==> config.mk <==
export PLATFORM = sky130hd
export DESIGN_NAME = se_logic_seq
export DESIGN_NICKNAME = d
export VERILOG_FILES = /design/src/rtl/se_pkg.sv /design/src/rtl/onehot_dec.sv /design/src/rtl/se_logic_seq.sv
export SDC_FILE = /design/constraint.sdc
export NUM_CORES = 1
export LEC_CHECK = 0
export CAP_MARGIN = 25
export CELL_PAD_IN_SITES_DETAIL_PLACEMENT = 0
export CELL_PAD_IN_SITES_GLOBAL_PLACEMENT = 1
export CORE_UTILIZATION = 31
export DETAILED_ROUTE_END_ITERATION = 8
export HOLD_SLACK_MARGIN = 0.03
export PLACE_DENSITY_LB_ADDON = 0.1
export SLEW_MARGIN = 5
export SYNTH_ARGS = -nofsm -noshare
export SYNTH_HDL_FRONTEND = slang
export SYNTH_SLANG_ARGS = --single-unit
==> constraint.sdc <==
create_clock -name clock -period 2.4 [get_ports clock]
set_clock_uncertainty 0.2 [all_clocks]
set_input_delay 0.24 -clock clock [delete_from_list [all_inputs] [get_ports clock]]
set_output_delay 0.24 -clock clock [all_outputs]
set_load 0.05 [all_outputs]
==> src/rtl/se_pkg.sv <==
// Shared encodings and field-position helpers for the select-and-encode sequencer.
package se_pkg;

  typedef enum logic [1:0] {
    FMT_R  = 2'd0,
    FMT_I  = 2'd1,
    FMT_BR = 2'd2,
    FMT_ST = 2'd3
  } fmt_e;

  typedef enum logic [1:0] {
    IDLE = 2'd0,
    PH1  = 2'd1,
    PH2  = 2'd2,
    PH3  = 2'd3
  } phase_e;

  function automatic int rf_w(input int nreg);
    return $clog2(nreg);
  endfunction

  // Register fields are packed directly below the opcode: ra, rb, rc.
  function automatic int ra_lsb(input int nreg, input int data_w, input int op_w);
    return data_w - op_w - rf_w(nreg);
  endfunction

  function automatic int rb_lsb(input int nreg, input int data_w, input int op_w);
    return ra_lsb(nreg, data_w, op_w) - rf_w(nreg);
  endfunction

  function automatic int rc_lsb(input int nreg, input int data_w, input int op_w);
    return rb_lsb(nreg, data_w, op_w) - rf_w(nreg);
  endfunction

  // The immediate overlaps rc and everything below it.
  function automatic int imm_w(input int nreg, input int data_w, input int op_w);
    return rc_lsb(nreg, data_w, op_w) + rf_w(nreg);
  endfunction

endpackage

==> src/rtl/onehot_dec.sv <==
// Binary index to one-hot decoder with a global enable.
module onehot_dec #(
  parameter int N = 16
) (
  input  logic [$clog2(N)-1:0] idx,
  input  logic                 en,
  output logic [N-1:0]         onehot
);

  localparam int W = $clog2(N);

  genvar gi;
  generate
    for (gi = 0; gi < N; gi++) begin : g_bit
      assign onehot[gi] = en && (idx == W'(gi));
    end
  endgenerate

endmodule

==> src/rtl/se_logic_seq.sv <==
// Sequenced operand select/encode unit: holds the IR, walks B / C-or-IMM / A phases
// and drives one-hot register enables, selects and the sign-extended constant.
module se_logic_seq
  import se_pkg::*;
#(
  parameter int NREG   = 16,
  parameter int DATA_W = 32,
  parameter int OP_W   = 5
) (
  input  logic              clock,
  input  logic              clear_n,
  input  logic              ir_load,
  input  logic [DATA_W-1:0] ir_in,
  input  logic              start,
  input  logic [1:0]        fmt,
  input  logic              stall,
  output logic [OP_W-1:0]   op,
  output logic [NREG-1:0]   ren,
  output logic [NREG-1:0]   rsel,
  output logic              c_out,
  output logic [DATA_W-1:0] c_ext,
  output logic              r0_zero,
  output logic              busy,
  output logic              done
);

  localparam int RF_W   = rf_w(NREG);
  localparam int RA_LSB = ra_lsb(NREG, DATA_W, OP_W);
  localparam int RB_LSB = rb_lsb(NREG, DATA_W, OP_W);
  localparam int RC_LSB = rc_lsb(NREG, DATA_W, OP_W);
  localparam int IMM_W  = imm_w(NREG, DATA_W, OP_W);

  phase_e            state_reg;
  fmt_e              fmt_reg;
  logic [DATA_W-1:0] ir_reg;

  logic [RF_W-1:0] ra, rb, rc;
  logic [RF_W-1:0] dec_idx;
  logic            dec_en;
  logic            wr_sel;
  logic [NREG-1:0] dec_onehot;

  assign ra = ir_reg[RA_LSB +: RF_W];
  assign rb = ir_reg[RB_LSB +: RF_W];
  assign rc = ir_reg[RC_LSB +: RF_W];

  // stall freezes everything, including acceptance of ir_load/start in IDLE.
  always_ff @(posedge clock or negedge clear_n) begin
    if (!clear_n) begin
      state_reg <= IDLE;
      fmt_reg   <= FMT_R;
      ir_reg    <= '0;
    end else if (!stall) begin
      unique case (state_reg)
        IDLE: begin
          if (ir_load) ir_reg <= ir_in;
          if (start) begin
            fmt_reg   <= fmt_e'(fmt);
            state_reg <= PH1;
          end
        end
        PH1:     state_reg <= PH2;
        PH2:     state_reg <= (fmt_reg == FMT_BR) ? IDLE : PH3;
        PH3:     state_reg <= IDLE;
        default: state_reg <= IDLE;
      endcase
    end
  end

  always_comb begin
    dec_en  = 1'b0;
    dec_idx = rb;
    wr_sel  = 1'b0;
    c_out   = 1'b0;
    r0_zero = 1'b0;
    done    = 1'b0;
    unique case (state_reg)
      PH1: begin
        unique case (fmt_reg)
          FMT_R: begin
            dec_en  = 1'b1;
            dec_idx = rb;
          end
          FMT_BR: begin
            dec_en  = 1'b1;
            dec_idx = ra;
          end
          default: begin
            // Base register R0 reads as zero rather than selecting R0.
            if (rb != '0) begin
              dec_en  = 1'b1;
              dec_idx = rb;
            end else begin
              r0_zero = 1'b1;
            end
          end
        endcase
      end
      PH2: begin
        if (fmt_reg == FMT_R) begin
          dec_en  = 1'b1;
          dec_idx = rc;
        end else begin
          c_out = 1'b1;
          done  = (fmt_reg == FMT_BR);
        end
      end
      PH3: begin
        dec_en  = 1'b1;
        dec_idx = ra;
        wr_sel  = (fmt_reg != FMT_ST);
        done    = 1'b1;
      end
      default: ;
    endcase
  end

  onehot_dec #(.N(NREG)) u_dec (
    .idx    (dec_idx),
    .en     (dec_en),
    .onehot (dec_onehot)
  );

  assign ren   = wr_sel ? dec_onehot : '0;
  assign rsel  = wr_sel ? '0 : dec_onehot;
  assign busy  = (state_reg != IDLE);
  assign op    = ir_reg[DATA_W-1 -: OP_W];
  assign c_ext = {{(DATA_W-IMM_W){ir_reg[IMM_W-1]}}, ir_reg[IMM_W-1:0]};

endmodule

==> reports/summary.txt <==
FINAL LAYOUT
--------------------------------------------------------------------------------------
Commonest cells after routing, fill and taps aside                        sky130_fd_sc_hd__clkdlybuf4s50_1, sky130_fd_sc_hd__mux2_2, sky130_fd_sc_hd__dfrtp_1
Synth-to-Final Area Change                                                      82.84%
Net count of the finished layout                                                   370
Final core occ                                                                  0.5951
Max FFs per register                                                                32
Diodes inserted                                                                      0
Share of final-layout standard cells stronger than drive strength 1             0.5468
Most common library cell in the layout ignoring fill and taps             sky130_fd_sc_hd__clkdlybuf4s50_1

WORST SETUP PATH
--------------------------------------------------------------------------------------
Startpoint of the worst register-to-register path                         state_reg[1]
Critical path origin                                                      state_reg[0]
Endpoint required time on the critical path                                    1.96 ns
Critical-path maximum fanout                                                         8
Data arrival at the endpoint of the critical path                              2.10 ns
Setup crit start kind                                                         register
Crit end category                                                           output pin
Critical setup path kind                                                  register to output pin

FLOORPLANNING
--------------------------------------------------------------------------------------
Die area                                                                      8093 um2
Top-level port count                                                               112
Overall die height                                                            89.96 um
Standard-cell row count                                                             31
Std-Cell Core Area                                                            7370 um2
Die width                                                                     89.96 um
Starting density of the core                                                    0.3255

SYNTH
--------------------------------------------------------------------------------------
Number of register bits inferred by synthesis                                       36
Share of the yosys chip area belonging to registers                             0.3756
Largest cells by area after synthesis                                     sky130_fd_sc_hd__dfrtp_1, sky130_fd_sc_hd__mux2_2, sky130_fd_sc_hd__buf_4, sky130_fd_sc_hd__nor4_1, sky130_fd_sc_hd__nor3_1
Dominant register cell in the synthesized netlist                         sky130_fd_sc_hd__dfrtp_1
Cell Area, Synth                                                              2399 um2
Synthesized net count                                                              260
Fraction of synthesized cell area taken by the top area cell type               0.3756
Number of standard cells after synthesis                                           221
Library cell with the largest summed area after synthesis                 sky130_fd_sc_hd__dfrtp_1
YS warnings                                                                          0
Mapped Avg Cell Area                                                         10.85 um2
Number of distinct standard cells referenced by the synthesized netlist             45
Post-synthesis async set-or-reset flop share                                     1.000
Count of flip-flops with a built-in enable after synthesis                           0

MIN PATH
--------------------------------------------------------------------------------------
Hold path startpoint                                                        ir_reg[30]
Min-delay worst type                                                      register to register

JOB
--------------------------------------------------------------------------------------
Max-cap check violation count                                                        0

PLACE
--------------------------------------------------------------------------------------
Post-detailed-placement half-perimeter wirelength                              4504 um
Total of buffers placed on input and output ports                                  111
Placer congestion estimate                                                      0.7387

CTS
--------------------------------------------------------------------------------------
Clock latency reported for the late side of the worst-skew pair                0.28 ns
Clock Root Buffer                                                         sky130_fd_sc_hd__clkbuf_8
CTS tree                                                                          done
Clock slew seen by the registers of the worst setup and hold paths             0.07 ns
Max clock buf depth                                                                  2
CTS sink cnt                                                                        36
Number of clock buffers inserted by TritonCTS                                        5
Total number of H-tree levels                                                        2

GLOBAL ROUTE
--------------------------------------------------------------------------------------
Largest net degree at the start of global routing                                   37
Wire length of the first global-routing pass                                  10370 um
Antenna violations before repair                                                     0
Remaining global-route overflow                                                      0
Number of global-route vias before repair                                         2135
Total routing resource utilization after global routing                         0.1564

DRT
--------------------------------------------------------------------------------------
Iteration-0 DRC Markers                                                             59
Number of antenna-violating nets in the routed design                                0
Via density per instance                                                         4.858
Count of vias placed by the detailed router                                       2089
Sum of routed wire length over all layers                                      6028 um
Router iterations before antenna repair                                              4
Detailed-route wire length per cell                                           14.02 um
Detailed-route DRC error count                                                       0

STA
--------------------------------------------------------------------------------------
Smallest setup slack after layout                                           -0.1397 ns
Final setup vio count                                                               30
RSZ-0062 raised after global routing                                               yes
Upper clock frequency limit                                                 0.3937 GHz
Relative slew slack                                                             0.4599
Final Hold Vio Count                                                                 0
Final period util                                                                1.058
Actual slew at the worst max-slew pin                                        0.8101 ns
Number of pins with negative max-slew slack in the final report                      0
Final critical path time including I/O delays and setup                       2.540 ns

RUN STATUS
--------------------------------------------------------------------------------------
Result of the run                                                         complete, but fails checks
Violated checks                                                           setup timing

==> worst paths after layout <==
kind,slack (ns),to,cells past startpoint
min,0.30,ir_reg[30],1
max reg2reg,0.33,ir_reg[19],6
min in group asynchronous,0.39,ir_reg[11],2
max in group asynchronous,1.04,fmt_reg[0],2
max,-0.14,rsel[8],6
min reg2reg,0.30,ir_reg[30],1
==> metal layers <==
| metal | global-route usage | vias to the layer above | routed length (um) |
|---|---|---|---|
| met5 | 0 | - | 0 |
| met2 | 0.2718 | 72 | 3044 |
| li1 | - | 1000 | - |
| met4 | 0.04435 | 0 | 50 |
| met3 | 0.03638 | 4 | 303 |
| met1 | 0.1932 | 1013 | 2630 |
==> cell families (layout without fill, tap and decap cells) <==
logic type,Yosys count,in the layout,share of synthesized area
AND/OR/NAND/NOR,70,70,0.1920
buffers and inverters,55,165,0.1701
flip-flops,36,36,0.3756
multiplexers,34,34,0.1591
AO/OA/AOI/OAI,26,26,0.1033
==> final cells by class <==
cell class / instances / area (um2)
clock buffers: 6 / 72.57
fillers: 626 / 2984
repair buffers: 155 / 1734
flip-flops and latches: 36 / 905.9
inverters: 3 / 11.26
multi-input cells: 130 / 1533
well taps: 99 / 123.9
clock inverters: 1 / 5.005
==> critical path, cell delays in order, from the launching register on <==
cell                        delay, ns
sky130_fd_sc_hd__dfrtp_2         0.44
sky130_fd_sc_hd__nand4bb_1       0.22
sky130_fd_sc_hd__o211ai_1        0.42
sky130_fd_sc_hd__a31oi_4         0.07
sky130_fd_sc_hd__buf_12          0.17
sky130_fd_sc_hd__nor4_4          0.31
sky130_fd_sc_hd__buf_12          0.18
==> cell usage after synthesis (2+ instances only) <==
cell type / n
sky130_fd_sc_hd__dfrtp_1: 36
sky130_fd_sc_hd__o21bai_2: 2
sky130_fd_sc_hd__o21ai_0: 2
sky130_fd_sc_hd__nor3_1: 17
sky130_fd_sc_hd__nand3_1: 4
sky130_fd_sc_hd__o211ai_1: 4
sky130_fd_sc_hd__buf_4: 42
sky130_fd_sc_hd__and4bb_1: 2
sky130_fd_sc_hd__inv_1: 3
sky130_fd_sc_hd__nor2_1: 3
sky130_fd_sc_hd__a211oi_1: 2
sky130_fd_sc_hd__nand4bb_1: 2
sky130_fd_sc_hd__nand3b_1: 2
sky130_fd_sc_hd__mux2_2: 33
sky130_fd_sc_hd__a21oi_1: 2
sky130_fd_sc_hd__buf_2: 5
sky130_fd_sc_hd__nor4_2: 3
sky130_fd_sc_hd__nor2b_1: 2
sky130_fd_sc_hd__nor4_1: 14
sky130_fd_sc_hd__buf_6: 5
sky130_fd_sc_hd__nand4b_1: 2
sky130_fd_sc_hd__and3_1: 2
sky130_fd_sc_hd__nand2_1: 8
sky130_fd_sc_hd__o21ai_1: 2
sky130_fd_sc_hd__o211a_1: 2
==> per-stage QoR <==
| step | area, um2 | worst slack (ns) | setup TNS, ns | hold WS [ns] | std cells |
|---|---|---|---|---|---|
| final | 4385 | -0.1397 | -2.531 | 0.3038 | 430 |
| after global routing | 4385 | -0.2475 | -5.804 | 0.3235 | 430 |
| after CTS | 4328 | -0.1498 | -2.773 | 0.3116 | 430 |
| after detailed placement | 3777 | -0.06914 | -0.2797 | 0.1826 | 407 |
| after global placement | 3777 | -0.01577 | -0.01577 | 0.1906 | 407 |
| after floorplan | 2527 | -0.4225 | -9.466 | -0.2556 | 221 |
==> timing repair <==
action / 4_1_cts / 5_1_grt
endpoints found under the hold margin: 36 / 0
pin swaps: 17 / 13
hold buffers: 1 / 0
resized for setup: 67 / 19
endpoints found under the setup margin: 32 / 32
cloned: 0 / 0
buffers inserted: 15 / 2
Power is not shown: default switching activity piles up to over one toggle a cycle in this logic, so the estimate is an artifact.
